$ cat src/rtl/seq_det_pkg.sv
// Shared constants and helpers for the programmable sequence detector.
// Holds the power-up pattern and the pattern-length legality check.
package seq_det_pkg;

    localparam logic [3:0] DEFAULT_PAT = 4'b1011;
    localparam int         DEFAULT_LEN = 4;

    function automatic logic len_ok(input int unsigned len, input int unsigned max);
        return (len >= 1) && (len <= max);
    endfunction

endpackage

$ cat src/rtl/sat_counter.sv
// Saturating up-counter with synchronous clear.
// When clear and increment arrive together the count restarts at 1.
module sat_counter #(
    parameter int W = 8
) (
    input  logic         clk,
    input  logic         rst_n,
    input  logic         clr,
    input  logic         inc,
    output logic [W-1:0] count
);

    logic [W-1:0] count_q;
    logic [W-1:0] count_d;

    always_comb begin
        count_d = count_q;
        if (clr) begin
            count_d = inc ? W'(1) : '0;
        end else if (inc && (count_q != '1)) begin
            count_d = count_q + 1'b1;
        end
    end

    always_ff @(posedge clk or negedge rst_n) begin
        if (!rst_n) begin
            count_q <= '0;
        end else begin
            count_q <= count_d;
        end
    end

    assign count = count_q;

endmodule

$ cat src/rtl/seq_detector_prog.sv
// Programmable serial pattern detector with overlap control, input qualifier,
// registered Moore match flag and saturating match counter.
module seq_detector_prog
    import seq_det_pkg::*;
#(
    parameter int MAX_LEN = 8,
    parameter int CNT_W   = 8,
    parameter int LEN_W   = $clog2(MAX_LEN + 1)
) (
    input  logic               clk,
    input  logic               rst_n,
    input  logic               x,
    input  logic               in_valid,
    input  logic               load,
    input  logic [MAX_LEN-1:0] pat,
    input  logic [LEN_W-1:0]   pat_len,
    input  logic               overlap,
    input  logic               cnt_clr,
    output logic               z,
    output logic [CNT_W-1:0]   match_count,
    output logic               cfg_err
);

    logic [MAX_LEN-1:0] pat_q;
    logic [LEN_W-1:0]   len_q;
    logic [MAX_LEN-1:0] hist_q, hist_d;
    logic [LEN_W-1:0]   fill_q, fill_d;
    logic               matched_q, matched_d;
    logic               cfg_err_q;

    logic [MAX_LEN-1:0] mask;
    logic [MAX_LEN-1:0] hist_shift;
    logic [LEN_W-1:0]   fill_inc;
    logic               len_legal;
    logic               valid_edge;
    logic               hit;

    assign len_legal  = len_ok(32'(pat_len), 32'(MAX_LEN));
    assign valid_edge = in_valid && !load;
    assign hist_shift = {hist_q[MAX_LEN-2:0], x};
    assign fill_inc   = (fill_q == LEN_W'(MAX_LEN)) ? fill_q : fill_q + 1'b1;

    // Only the low len_q history bits take part in the compare.
    genvar gi;
    generate
        for (gi = 0; gi < MAX_LEN; gi++) begin : g_mask
            assign mask[gi] = (LEN_W'(gi) < len_q);
        end
    endgenerate

    assign hit = valid_edge && (fill_inc >= len_q) &&
                 ((hist_shift & mask) == (pat_q & mask));

    always_comb begin
        hist_d    = hist_q;
        fill_d    = fill_q;
        matched_d = matched_q;
        if (load) begin
            if (len_legal) begin
                hist_d    = '0;
                fill_d    = '0;
                matched_d = 1'b0;
            end
        end else if (in_valid) begin
            hist_d    = hist_shift;
            matched_d = hit;
            fill_d    = (hit && !overlap) ? '0 : fill_inc;
        end
    end

    always_ff @(posedge clk or negedge rst_n) begin
        if (!rst_n) begin
            pat_q     <= MAX_LEN'(DEFAULT_PAT);
            len_q     <= LEN_W'(DEFAULT_LEN);
            hist_q    <= '0;
            fill_q    <= '0;
            matched_q <= 1'b0;
            cfg_err_q <= 1'b0;
        end else begin
            if (load && len_legal) begin
                pat_q <= pat;
                len_q <= pat_len;
            end
            hist_q    <= hist_d;
            fill_q    <= fill_d;
            matched_q <= matched_d;
            cfg_err_q <= load && !len_legal;
        end
    end

    sat_counter #(.W(CNT_W)) u_cnt (
        .clk   (clk),
        .rst_n (rst_n),
        .clr   (cnt_clr),
        .inc   (hit),
        .count (match_count)
    );

    assign z       = matched_q;
    assign cfg_err = cfg_err_q;

endmodule

$ cat config.mk
export PLATFORM = sky130hd
export DESIGN_NAME = seq_detector_prog
export DESIGN_NICKNAME = d
export VERILOG_FILES = /design/src/rtl/seq_det_pkg.sv /design/src/rtl/sat_counter.sv /design/src/rtl/seq_detector_prog.sv
export SDC_FILE = /design/constraint.sdc
export NUM_CORES = 1
export LEC_CHECK = 0
export BUFFER_PORTS_ARGS = -buffer_cell sky130_fd_sc_hd__buf_2
export CORE_ASPECT_RATIO = 0.7
export CORE_MARGIN = 2
export CORE_UTILIZATION = 30
export DETAILED_ROUTE_END_ITERATION = 10
export SLEW_MARGIN = 20
export SYNTH_ARGS = -nofsm -noshare
export SYNTH_HDL_FRONTEND = slang
export SYNTH_HIERARCHICAL = 1
export SYNTH_SLANG_ARGS = --single-unit
export TNS_END_PERCENT = 1
$ cat constraint.sdc
create_clock -name clk -period 3.6 [get_ports clk]
set_input_delay 0.18 -clock clk [delete_from_list [all_inputs] [get_ports clk]]
set_output_delay 0.18 -clock clk [all_outputs]
set_load 0.01 [all_outputs]
# Word-level counts from Yosys, hierarchy flattened

Cells that the tools add are included.

Add/subtract/negate cells: 2
$lt $le $gt $ge: 11
Equal/unequal tests: 4
Multiplexer cells: 14
Bitwise logic cells: 2
Reductions and logical operators: 14

Operators with widths:

| operator                                                                     | count |
|---|---|
| 7-bit two-way mux                                                            | 3 |
| 4-bit two-way mux                                                            | 5 |
| 8-bit AND                                                                    | 2 |
| 3-bit by 4-bit less-than comparator with 1-bit output (first input constant) | 4 |
| 8-bit two-way mux                                                            | 2 |
| 8-bit by 1-bit adder with 8-bit output (second input constant)               | 1 |
| 8-bit equality test                                                          | 1 |
| 1-bit logical AND                                                            | 8 |
| 1-bit by 4-bit less-than comparator with 1-bit output (first input constant) | 2 |
| 2-bit by 4-bit less-than comparator with 1-bit output (first input constant) | 2 |
| 8-bit inequality test (second input constant)                                | 1 |
| 4-bit by 1-bit adder with 4-bit output (second input constant)               | 1 |
| 4-bit equality test (second input constant)                                  | 1 |
| 4-bit by 1-bit >= comparator with 1-bit output (second input constant)       | 1 |
| 4-bit >= comparator                                                          | 1 |
| 4-bit less-or-equal comparator (second input constant)                       | 1 |
| 1-bit two-way mux                                                            | 4 |
| 2-bit nonzero test                                                           | 2 |
| 1-bit zero test                                                              | 3 |
| 2-bit by 1-bit inequality test with 1-bit output (second input constant)     | 1 |
| 2-bit AND reduction                                                          | 1 |

Bits in registers: 33
Input bits: 19
Output and inout port bits: 10
Word-level logic and storage cells: 54

# Logic depth before layout (Yosys ltp)

Gate-level depths: netlist of the first run.

Depth in word-level cells: 9
Gate-level depth with buffers: 13
Mapped depth without buffers: 13

# Modules after synthesis

The synthesis of the first run kept the hierarchy.

By module, submodules not included:

| module            | instances | cells an instance | area each (µm²) | sequential area each (µm²) |
|---|---|---|---|---|
| seq_detector_prog | 1         | 132               | 1361.3          | 630.6 |
| sat_counter       | 1         | 47                | 473.0           | 200.2 |

# Worst setup path before layout of the first run

OpenSTA, ideal clock, no wires.

Kind: register to register
From: register fill_q[0]
To: register u_cnt.count_q[6] (netlist: u_cnt/count[6])
Arrival: 2.470 ns
Slack: 1.044 ns
Stages on the path, launching flop included: 13
Path through: dfrtp_1 > inv_1 > ha_1 > nand3b_1 > xnor2_1 > ha_1 > nand2b_1 > a2111oi_2 > nor3_1 > and3_4 > and3_1 > and4bb_2 > nor3_1

Word-level cells in the longest chain between the ends: 7
Elaborated cells on any way between the ends: 8

Ends and longest elaborated chain:

| element                                                                       | RTL line                | source |
|---|---|---|
| start: declaration                                                            | seq_detector_prog.sv:27 | `logic [LEN_W-1:0] fill_q, fill_d;` |
| start signal: assignment                                                      | seq_detector_prog.sv:85 | `fill_q <= fill_d;` |
| 4-bit by 1-bit adder with 4-bit output or 4-bit equality test (tied branches) | seq_detector_prog.sv:41 | `assign fill_inc = (fill_q == LEN_W'(MAX_LEN)) ? fill_q : fill_q + 1'b1;` |
| 4-bit two-way mux (*)                                                         | seq_detector_prog.sv:41 |  |
| 4-bit >= comparator (*)                                                       | seq_detector_prog.sv:51 | `assign hit = valid_edge && (fill_inc >= len_q) &&` |
| 1-bit logical AND (*) (2 in series)                                           | seq_detector_prog.sv:51 |  |
| via hit                                                                       | seq_detector_prog.sv:36 | `logic hit;` |
| 1-bit logical AND (*)                                                         | sat_counter.sv:20       | `end else if (inc && (count_q != '1)) begin` |
| 2-bit nonzero test (no source line) (*)                                       | n/a                     |  |
| end signal: assignment                                                        | sat_counter.sv:29       | `count_q <= count_d;` |
| end: declaration                                                              | sat_counter.sv:13       | `logic [W-1:0] count_q;` |

Mark *: on every way through the listed nets, which the timed path passes. The rest lies on a longest branch.
A chain may end at the register's enable or synchronous reset.

# Worst setup path after layout of the first run

Same ends and word-level chain as after synthesis.

==> results.md, run 1 <==
* Outcome: complete, no violations
* Ratio of cells with drive above 1 in the final layout at 0.295
* Routed length per placed instance at 13.2 microns
* Measured slew at the worst slew-check pin at 785 ps
* Deepest clock path buffer count at 2
* Most area-consuming cells after synthesis: dfrtp_1, mux2_2, dfstp_2, xnor2_1, ha_1
* Endpoint kind of the worst setup timing path: flip-flop
* Syn_nets at 205
* Worst min-delay path category: input port to flip-flop
* Setup violations, final at 0
* YS warnings at 6
* Final estimated routing congestion in global placement at 0.746
* Initial core utilization at 0.316
* Die Span Y at 69.4 microns
* Startpoint class of the critical path: flip-flop
* Via count of the first global-routing pass at 1375
* Number of rows created at floorplan at 23
* Clock sinks at 33
* Fillers at 603
* Cell Area, Synth at 0.00183 sq mm
* Flop and latch count out of synthesis at 33
* Drt total wl at 3750 microns
* Max capacitance violation total at 0
* Worst slew slack as a fraction of its limit at 0.476
* Number of design rule violations left after detail routing at 0
* Final Skew at 4.63 ps
* TNS Setup at 0 ps
* Largest fanout on the critical path at 7
* Area inside the core boundary at 0.00581 sq mm
* I/O pins at 29
* Post-route fraction of the period consumed by the critical path at 0.787
* 1st-iter DRT viols at 74
* Most area-hungry cell type in the Yosys netlist: dfrtp_1
* Post-synth EDFFs at 0
* Number of distinct standard cells referenced by the synthesized netlist at 45
* DIE AREA at 0.00677 sq mm
* Number of nets at the end of the flow at 235
* Clock period minus worst slack at 2830 ps
* Power per Cell Area at 465 mW/mm^2
* Overall Global Routing Usage at 0.121
* Top flip-flop cell by instance count after synthesis: dfrtp_1
* Antenna cell count at 0
* Number of setup buffers added after CTS at 0
* Cell at the root of the clock tree: clkbuf_8
* Clock tree from TritonCTS: built
* RSZ-0062 raised after global routing: false
* Vias at 1378
* Top achievable clock speed at 0.353 GHz
* Clock transition at the registers of the reported paths at 70 ps
* Number of buffers created by CTS at 5
* Number of nets still failing antenna checks after routing at 0
* Number of search-and-repair iterations in the first detailed-routing pass at 4
* Residual overflow from global routing at 0
* Required time worst endpoint at 3800 ps
* First-pass GRT wire length at 6650 microns
* Final design utilization at 0.370
* Final slew viol count at 0
* Number of buffer cells added on primary ports at 28
* IR Drop Worst-Case VDD at 159 uV
* Setup Crit Path Kind: flip-flop to flip-flop
* Gate Count Post-Synth at 179
* Leakage at 0.000970 uW
* Post-synthesis sequential area ratio at 0.453
* Average instance area after synthesis at 10.2 sq um
* Synth-to-Final Area Change at 17.4%
* Post-synth top area share at 0.396
* Insertion delay of the later-clocked pin in the worst-skew pair at 280 ps
* Number of antenna violations at the first check in global routing at 0
* Async set-reset flop share out of synthesis at 1.00
* Die Span X at 97.5 microns
* Hold violation total from the final report at 0
* Maximum number of pins on one net before global-route repair at 34
* Dpl hpwl at 2740 microns
* Depth of the CTS H-tree at 2
* Post-detailed-route via-to-cell ratio at 4.84
* Data arrival time of the worst path at 3030 ps
[worst max-delay path, cell delays in order, from the launching register on]
cell and delay (ps):
dfrtp_1 440, inv_1 80, ha_1 170, nand3b_1 100
xnor2_1 220, ha_1 270, nand2b_1 150, a2111oi_2 350
nor3_1 100, and3_4 250, and3_1 240, and4bb_2 240
nor3_1 160
[power breakdown]
group | switching, uW | internal [uW] | total [uW]
Clock | 128 | 225 | 354
Sequential | 38.0 | 415 | 453
Combinational | 92.8 | 101 | 194
[synth_stat cells (2+ instances only)]
| master | count |
|---|---|
| a21oi_1 | 11 |
| a2111oi_2 | 2 |
| nor2_1 | 5 |
| nand2_1 | 21 |
| buf_6 | 2 |
| or3_1 | 2 |
| nor3_2 | 2 |
| mux2_2 | 11 |
| o21ai_0 | 5 |
| dfrtp_1 | 29 |
| xnor2_1 | 11 |
| ha_1 | 7 |
| nor3_1 | 2 |
| inv_1 | 9 |
| nand3_1 | 13 |
| clkbuf_1 | 2 |
| a21boi_1 | 2 |
| o22ai_1 | 2 |
| nand4_1 | 2 |
| dfstp_2 | 4 |
| and3_1 | 3 |
| nand2b_1 | 7 |
| a211oi_1 | 2 |
| nor2b_1 | 2 |
[what timing repair did]
action | in CTS | in global routing
hold buffers | 1 | 0
hold endpoints to repair | 29 | 0
resized for setup | 0 | 0
[placed cells by master (no fill, tap or decap), types with 5 or more instances in the layout]
| master | Yosys | routed |
|---|---|---|
| dfrtp_1 | 29 | 29 |
| buf_2 | 0 | 28 |
| nand2_1 | 21 | 21 |
| nand3_1 | 13 | 13 |
| xnor2_1 | 11 | 11 |
| a21oi_1 | 11 | 11 |
| mux2_2 | 11 | 11 |
| inv_1 | 9 | 9 |
| nand2b_1 | 7 | 7 |
| ha_1 | 7 | 7 |
| clkbuf_8 | 0 | 6 |
| o21ai_0 | 5 | 5 |
| nor2_1 | 5 | 5 |
[final cells by class]
| type | count | area [sq um] | area share |
|---|---|---|---|
| Clock buffer | 7 | 86.3 | 0.0401 |
| Clock inverter | 1 | 30.0 | 0.0139 |
| Inverter | 9 | 33.8 | 0.0157 |
| Multi-Input combinational cell | 131 | 928 | 0.431 |
| Sequential cell | 33 | 831 | 0.386 |
| Tap cell | 75 | 93.8 | 0.0436 |
| Timing Repair Buffer | 29 | 150 | 0.0697 |
[logic make-up (layout without fill, tap and decap cells)]
kind of cell,after synthesis,count (layout),share of synthesized area
multiplexers,12,12,0.0730
XOR/XNOR,11,11,0.0525
flip-flops,33,33,0.453
AND/OR/NAND/NOR,66,66,0.197
adder cells (fa/ha/maj),7,7,0.0477
AO/OA/AOI/OAI,35,35,0.136
buffers and inverters,15,46,0.0409
[through the flow]
| stage | hold slack, ps | cell area (sq um) | power (uW) | worst slack, ps | std cells |
|---|---|---|---|---|---|
| 5_1_grt | 108 | 2150 | 1070 | 528 | 285 |
| 3_5_place_dp | 301 | 2030 | 656 | 772 | 276 |
| 6_report | 125 | 2150 | 1000 | 767 | 285 |
| 4_1_cts | 115 | 2150 | 1020 | 768 | 285 |
| 2_1_floorplan | -116 | 1830 | 602 | 1040 | 179 |
| 3_3_place_gp | 304 | 2030 | 653 | 908 | 276 |
[state kept, by name, summed over array words and instances (netlist names)]
| signal | count |
|---|---|
| cfg_err | 1 |
| fill_q | 4 |
| hist_q | 7 |
| len_q | 4 |
| pat_q | 8 |
| u_cnt/count | 8 |
| z | 1 |
[routing by layer]
metal	share of wire	global-route usage
met4	0.012	0.0463
met3	0.030	0.0323
met5	0	0
met2	0.44	0.172
met1	0.52	0.175
[path summary, 6_finish.rpt]
kind	start	to	slack [ps]	cells after the start
max	fill_q[0]$_DFFE_PN0P_	u_cnt/count[6]$_DFFE_PN0P_	770	12
min	pat[4]	pat_q[4]$_DFFE_PN0P_	120	2
max reg2reg	fill_q[0]$_DFFE_PN0P_	u_cnt/count[6]$_DFFE_PN0P_	770	12
min reg2reg	hist_q[5]$_DFFE_PN0P_	hist_q[6]$_DFFE_PN0P_	520	2
max in group asynchronous	rst_n	hist_q[4]$_DFFE_PN0P_	2620	2
min in group asynchronous	rst_n	u_cnt/count[3]$_DFFE_PN0P_	500	2
No activity file was read; power rests on OpenSTA's default activity.
==> run 2: changes to the inputs <==
==> constraint.sdc (replaced) <==
create_clock -name clk -period 2.9 [get_ports clk]
set_input_delay 0.145 -clock clk [delete_from_list [all_inputs] [get_ports clk]]
set_output_delay 0.145 -clock clk [all_outputs]
set_load 0.01 [all_outputs]
==> run 2 against run 1 <==
Register-to-register slack worse by 590 ps. Worst setup slack worse by 590 ps. Clock skew down 1.3 ps. Maximum frequency up 3.9%. First-iteration DRC count up 11%. Critical endpoint unchanged. Final area unchanged. Final cell count up 0.70%. Routed wire length down 0.35%. Clock power down 2%.
==> results.md, run 2 (synthesis gave the netlist of run 1 again) <==
* Outcome: complete, no violations
* IR Drop Worst-Case VDD at 150 uV (-5.7%)
* Net Switching at 345 uW (+33%)
* Number of buffer cells added on primary ports at 28 (unchanged)
* Final slew viol count at 0 (unchanged)
* Required time worst endpoint at 3120 ps (-680 ps)
* Final estimated routing congestion in global placement at 0.753 (+0.99%)
* Synth-to-Final Area Change at 17.4% (unchanged)
* Setup violations, final at 0 (unchanged)
* Worst slew slack as a fraction of its limit at 0.509 (+0.0334)
* Leakage at 0.000972 uW (+0.25%)
* First-pass GRT wire length at 6710 microns (+0.83%)
* Number of search-and-repair iterations in the first detailed-routing pass at 4 (unchanged)
* Number of nets at the end of the flow at 237 (+0.85%)
* Post-route fraction of the period consumed by the critical path at 0.940 (+0.153)
* Internal power component at 812 uW (+9.5%)
* Endpoint kind of the worst setup timing path: flip-flop
* Worst min-delay path category: input port to flip-flop
* Cell at the root of the clock tree: clkbuf_8
* Max capacitance violation total at 0 (unchanged)
* Number of antenna violations at the first check in global routing at 0 (unchanged)
* Depth of the CTS H-tree at 2 (unchanged)
* Largest fanout on the critical path at 7 (unchanged)
* Critical path cell sequence: inv_1 > ha_1 > nand3b_1 > xnor2_2 > ha_1 > nand2b_1 > a2111oi_2 > nor3_1 > and3_4 > and3_2 > and4bb_2 > nor3_2
* Data arrival time of the worst path at 2950 ps (-80 ps)
* Fraction of power spent switching nets at 0.298 (+0.0396)
* Clock sinks at 33 (unchanged)
* Ratio of cells with drive above 1 in the final layout at 0.325 (+0.0302)
* Placement-stage cell area at 0.00203 sq mm (+0.37%)
* Routed length per placed instance at 13.0 microns (-1.0%)
* Area inside the core boundary at 0.00581 sq mm (unchanged)
* Clock tree from TritonCTS: built
* Residual overflow from global routing at 0 (unchanged)
* Measured slew at the worst slew-check pin at 736 ps (-48.5 ps)
* TNS Setup at 0 ps (unchanged)
* Via count of the first global-routing pass at 1380 (+0.36%)
* Drt total wl at 3740 microns (-0.35%)
* I/O pins at 29 (unchanged)
* Deepest clock path buffer count at 2 (unchanged)
* Leading cell types in the layout, fill and taps excluded: dfrtp_1, buf_2, nand2_1
* 1st-iter DRT viols at 82 (+11%)
* Clock period minus worst slack at 2730 ps (-106 ps)
* Vias at 1412 (+2.5%)
* Number of nets still failing antenna checks after routing at 0 (unchanged)
* Relative contribution of sequential cells to total power at 0.486 (+0.033)
* Max incr delay on CP at 430 ps (about the same)
* Power per Cell Area at 537 mW/mm^2 (+16%)
* Post-detailed-route via-to-cell ratio at 4.92 (+1.8%)
* Number of buffers created by CTS at 5 (unchanged)
* Die Span Y at 69.4 microns (unchanged)
* Number of design rule violations left after detail routing at 0 (unchanged)
* Insertion delay of the later-clocked pin in the worst-skew pair at 290 ps (about the same)
* DIE AREA at 0.00677 sq mm (unchanged)
* Dpl hpwl at 2690 microns (-1.8%)
* Setup Crit Path Kind: flip-flop to flip-flop
* Maximum number of pins on one net before global-route repair at 34 (unchanged)
* Clock share of power at 0.300 (-0.053)
* Overall Global Routing Usage at 0.124 (+0.00292)
* Die Span X at 97.5 microns (unchanged)
* Final Skew at 3.30 ps (-1.33 ps)
* Number of rows created at floorplan at 23 (unchanged)
* Initial core utilization at 0.316 (unchanged)
* Top achievable clock speed at 0.367 GHz (+3.9%)
* Area of all placed cells without fillers at 0.00215 sq mm (unchanged)
* Hold violation total from the final report at 0 (unchanged)
* Combinational Power Share at 0.214 (+0.020)
* Clock transition at the registers of the reported paths at 70 ps (about the same)
* Slowest library cell on the worst path: dfrtp_2
* Post-Route Hold Slack at 78.6 ps (-46.4 ps)
* Cell type with the highest occurrence count on the critical path: ha_1
* Startpoint class of the critical path: flip-flop
* RSZ-0062 raised after global routing: false
* Antenna cell count at 0 (unchanged)
## run 2: power by group through the flow
stage          Clock (uW)  Sequential (uW)  Combinational, uW
2_1_floorplan           0              561                186
3_3_place_gp            0              570                242
3_5_place_dp            0              572                242
4_1_cts               360              563                245
5_1_grt               381              572                284
6_report              347              562                248
## run 2: final cells by class
cell class,instances,area (sq um)
Tap cell,75,93.8
Clock buffer,5,68.8
Clock inverter,3,17.5
Sequential cell,33,832
Multi-Input combinational cell,131,942
Timing Repair Buffer,31,165
Inverter,9,33.8
Fill cell,594,3660
## run 2: through the flow
stage / utilization / worst slack (ps) / total power [uW] / instances
after global placement: 0.350 / 122 / 812 / 277
final: 0.370 / 173 / 1160 / 287
after CTS: 0.367 / 36.2 / 1170 / 286
after global routing: 0.370 / 17.6 / 1240 / 287
after floorplan: - / 344 / 747 / 179
after detailed placement: 0.350 / 35.1 / 814 / 277
## run 2: worst paths after layout
kind                                  startpoint                    endpoint  slack, ps  cells after the start
min in group asynchronous                  rst_n  u_cnt/count[6]$_DFFE_PN0P_        450                      2
min                                       pat[6]        pat_q[6]$_DFFE_PN0P_         80                      2
max reg2reg                fill_q[0]$_DFFE_PN0P_  u_cnt/count[6]$_DFFE_PN0P_        170                     12
min reg2reg                hist_q[0]$_DFFE_PN0P_       hist_q[1]$_DFFE_PN0P_        520                      2
max in group asynchronous                  rst_n       fill_q[0]$_DFFE_PN0P_       1940                      2
max                        fill_q[0]$_DFFE_PN0P_  u_cnt/count[6]$_DFFE_PN0P_        170                     12
## run 2: metal layers
layer | up-vias | wire (microns) | track usage
li1 | 698 | - | -
met1 | 672 | 1800 | 0.172
met5 | - | 0 | 0
met3 | 6 | 234 | 0.0464
met4 | 0 | 57 | 0.0463
met2 | 36 | 1650 | 0.176
## run 2: worst max-delay path: cells and delay by family (launching register included)
family,cells,cell delay (ps)
xor+xnor,1,210
buf+inv,1,60
flops,1,430
fa+ha+maj,2,420
compound gates,1,310
simple gates,7,1220
## run 2: repair_timing
item,4_1_cts,5_1_grt
endpoints found under the hold margin,29,0
resized for setup,0,4
endpoints found under the setup margin,0,3
buffers inserted,0,1
hold buffers,1,0
==> run 3: changes to the inputs <==
--- a/config.mk
+++ b/config.mk
@@ -6,7 +6,7 @@
 export NUM_CORES = 1
 export LEC_CHECK = 0
 export BUFFER_PORTS_ARGS = -buffer_cell sky130_fd_sc_hd__buf_2
-export CORE_ASPECT_RATIO = 0.7
+export CORE_ASPECT_RATIO = 1.4
 export CORE_MARGIN = 2
 export CORE_UTILIZATION = 30
 export DETAILED_ROUTE_END_ITERATION = 10
==> run 3 against run 2 <==
Hold slack better by 14 ps. Utilization decreased by 0.40 points. Combinational power up 12%. Sequential cell count is the same. First-iteration DRC count fell by 20%. Register-to-register slack got worse by 30 ps. Global-route usage rose by 0.16 points. Sequential power is 0.7% higher. Routed wire length grew 5.7%. Via count up 2.1%. Final cell count fell by 1.4%. Critical path type unchanged. Largest power group unchanged. Die area about the same.
==> results.md, run 3 (synthesis gave the netlist of run 1 again) <==
* Number of rows created at floorplan at 33 (+43%)
* Clock tree from TritonCTS: built
* Met1 track demand over resource at 0.136 (-0.0358)
* Number of nets still failing antenna checks after routing at 0 (unchanged)
* Setup violations, final at 0 (unchanged)
* Antenna cell count at 0 (unchanged)
* TNS Setup at 0 ps (unchanged)
* Largest fanout on the critical path at 7 (unchanged)
* Initial core utilization at 0.311 (-0.00488)
* Post-route fraction of the period consumed by the critical path at 0.949 (+0.00870)
* RSZ-0062 raised after global routing: false
* Die Span Y at 96.5 microns (+39%)
* First-pass GRT wire length at 6710 microns (+0.10%)
* Measured slew at the worst slew-check pin at 762 ps (+25.7 ps)
* Setup Crit Path Kind: flip-flop to flip-flop
* Buffers & Inverters on Critical Path at 1 (unchanged)
* PnR worst setup slack at 147 ps (-25.2 ps)
* Critical path cell sequence: inv_1 > ha_1 > nand3b_1 > xnor2_2 > ha_1 > nand2b_1 > a2111oi_4 > nor3_2 > and3_4 > and3_2 > and4bb_2 > nor3_1
* Final estimated routing congestion in global placement at 0.830 (+10%)
* 1st-iter DRT viols at 66 (-20%)
* Number of design rule violations left after detail routing at 0 (unchanged)
* Slowest library cell on the worst path: dfrtp_2
* Data arrival time of the worst path at 2950 ps (about the same)
* Worst min-delay path category: input port to flip-flop
* Worst slew slack as a fraction of its limit at 0.492 (-0.0171)
* Leading cell types in the layout, fill and taps excluded: dfrtp_1, buf_2, nand2_1
* Deepest clock path buffer count at 2 (unchanged)
* Insertion delay of the later-clocked pin in the worst-skew pair at 280 ps (about the same)
* Post-detailed-route via-to-cell ratio at 5.10 (+3.6%)
* Number of search-and-repair iterations in the first detailed-routing pass at 4 (unchanged)
* Ratio of cells with drive above 1 in the final layout at 0.324 (-0.00153)
* Power per Cell Area at 543 mW/mm^2 (+1.1%)
* Vias at 1442 (+2.1%)
* Via count of the first global-routing pass at 1470 (+6.5%)
* Endpoint kind of the worst setup timing path: flip-flop
* Final design utilization at 0.366 (-0.00403)
* Residual overflow from global routing at 0 (unchanged)
* Max capacitance violation total at 0 (unchanged)
* Required time worst endpoint at 3100 ps (-20 ps)
* Die Span X at 70.1 microns (-28%)
* Drt total wl at 3950 microns (+5.7%)
* GR peak layer: met2
* Depth of the CTS H-tree at 2 (unchanged)
* Number of buffers created by CTS at 5 (unchanged)
* Number of buffer cells added on primary ports at 28 (unchanged)
* Final Skew at 3.63 ps (+0.329 ps)
* Fraction of met2 tracks used by global routing at 0.235 (+0.0587)
* Leakage at 0.000978 uW (+0.59%)
* I/O pins at 29 (unchanged)
* Synth-to-Final Area Change at 17.9%
* Area inside the core boundary at 0.00590 sq mm (+1.6%)
* Dpl hpwl at 2830 microns (+5.1%)
* Routed length per placed instance at 14.0 microns (+7.2%)
* Clock transition at the registers of the reported paths at 70 ps (about the same)
* Top achievable clock speed at 0.363 GHz (-0.92%)
* Cell at the root of the clock tree: clkbuf_8
* Overall Global Routing Usage at 0.126 (+0.00161)
* Maximum number of pins on one net before global-route repair at 34 (unchanged)
* Number of antenna violations at the first check in global routing at 0 (unchanged)
* Cell type with the highest occurrence count on the critical path: ha_1
* IR Drop Worst-Case VDD at 272 uV (+81%)
* Outcome: complete, no violations
* Number of nets at the end of the flow at 238 (+0.42%)
* Clock period minus worst slack at 2750 ps (+25.2 ps)
* DIE AREA at 0.00676 sq mm (about the same)
* Hold violation total from the final report at 0 (unchanged)
* Place WS at 44.4 ps (+9.28 ps)
* Startpoint class of the critical path: flip-flop
* Max incr delay on CP at 430 ps (about the same)
* Crit-path leading delay family: simple AND/OR/NAND/NOR gates
* Clock sinks at 33 (unchanged)
* Final slew viol count at 0 (unchanged)
* Met3 routing resource usage after global routing at 0.0301 (-0.0163)
* Total Power Consumption at 1180 uW (+1.6%)
==> run 3: path summary, 6_finish.rpt <==
kind	slack, ps	from	endpoint	cells after the start
min in group asynchronous	460	rst_n	hist_q[2]$_DFFE_PN0P_	2
worst max register to register	150	fill_q[0]$_DFFE_PN0P_	u_cnt/count[6]$_DFFE_PN0P_	12
worst min register to register	530	hist_q[6]$_DFFE_PN0P_	hist_q[6]$_DFFE_PN0P_	2
max in group asynchronous	1900	rst_n	fill_q[0]$_DFFE_PN0P_	2
worst max-delay path	150	fill_q[0]$_DFFE_PN0P_	u_cnt/count[6]$_DFFE_PN0P_	12
worst min-delay path	90	pat[4]	pat_q[4]$_DFFE_PN0P_	2
==> run 3: routing by layer <==
layer,vias to the layer above,part of all wire
met5,-,0
met4,0,0.018
met3,6,0.039
met2,30,0.51
met1,707,0.43
li1,699,-
==> run 3: per-stage QoR <==
step / instances / instance area (sq um) / hold slack [ps]
floorplan: 179 / 1830 / -151
global placement: 272 / 2030 / 268
detailed placement: 272 / 2030 / 273
CTS: 281 / 2120 / 84.3
global route: 283 / 2160 / 80.2
finish: 283 / 2160 / 92.1
==> run 3: layout make-up <==
| cell class | instances | area [sq um] |
|---|---|---|
| repair buffers | 32 | 173 |
| flip-flops and latches | 33 | 832 |
| clock inverters | 2 | 10.0 |
| fillers | 595 | 3740 |
| clock buffers | 6 | 72.6 |
| well taps | 70 | 87.6 |
| multi-input cells | 131 | 955 |
| inverters | 9 | 33.8 |
==> run 3: repair_timing <==
action / 4_1_cts / 5_1_grt
setup buffers: 0 / 2
endpoints found under the setup margin: 0 / 3
hold buffers: 1 / 0
endpoints found under the hold margin: 29 / 0
resized for setup: 0 / 5
==> run 3: power by group <==
group | internal [uW] | switching [uW] | total, uW | leakage (uW)
sequential | 516 | 49.6 | 566 | 0.000424
clock | 166 | 166 | 332 | 0.0000450
combinational | 146 | 131 | 278 | 0.000509
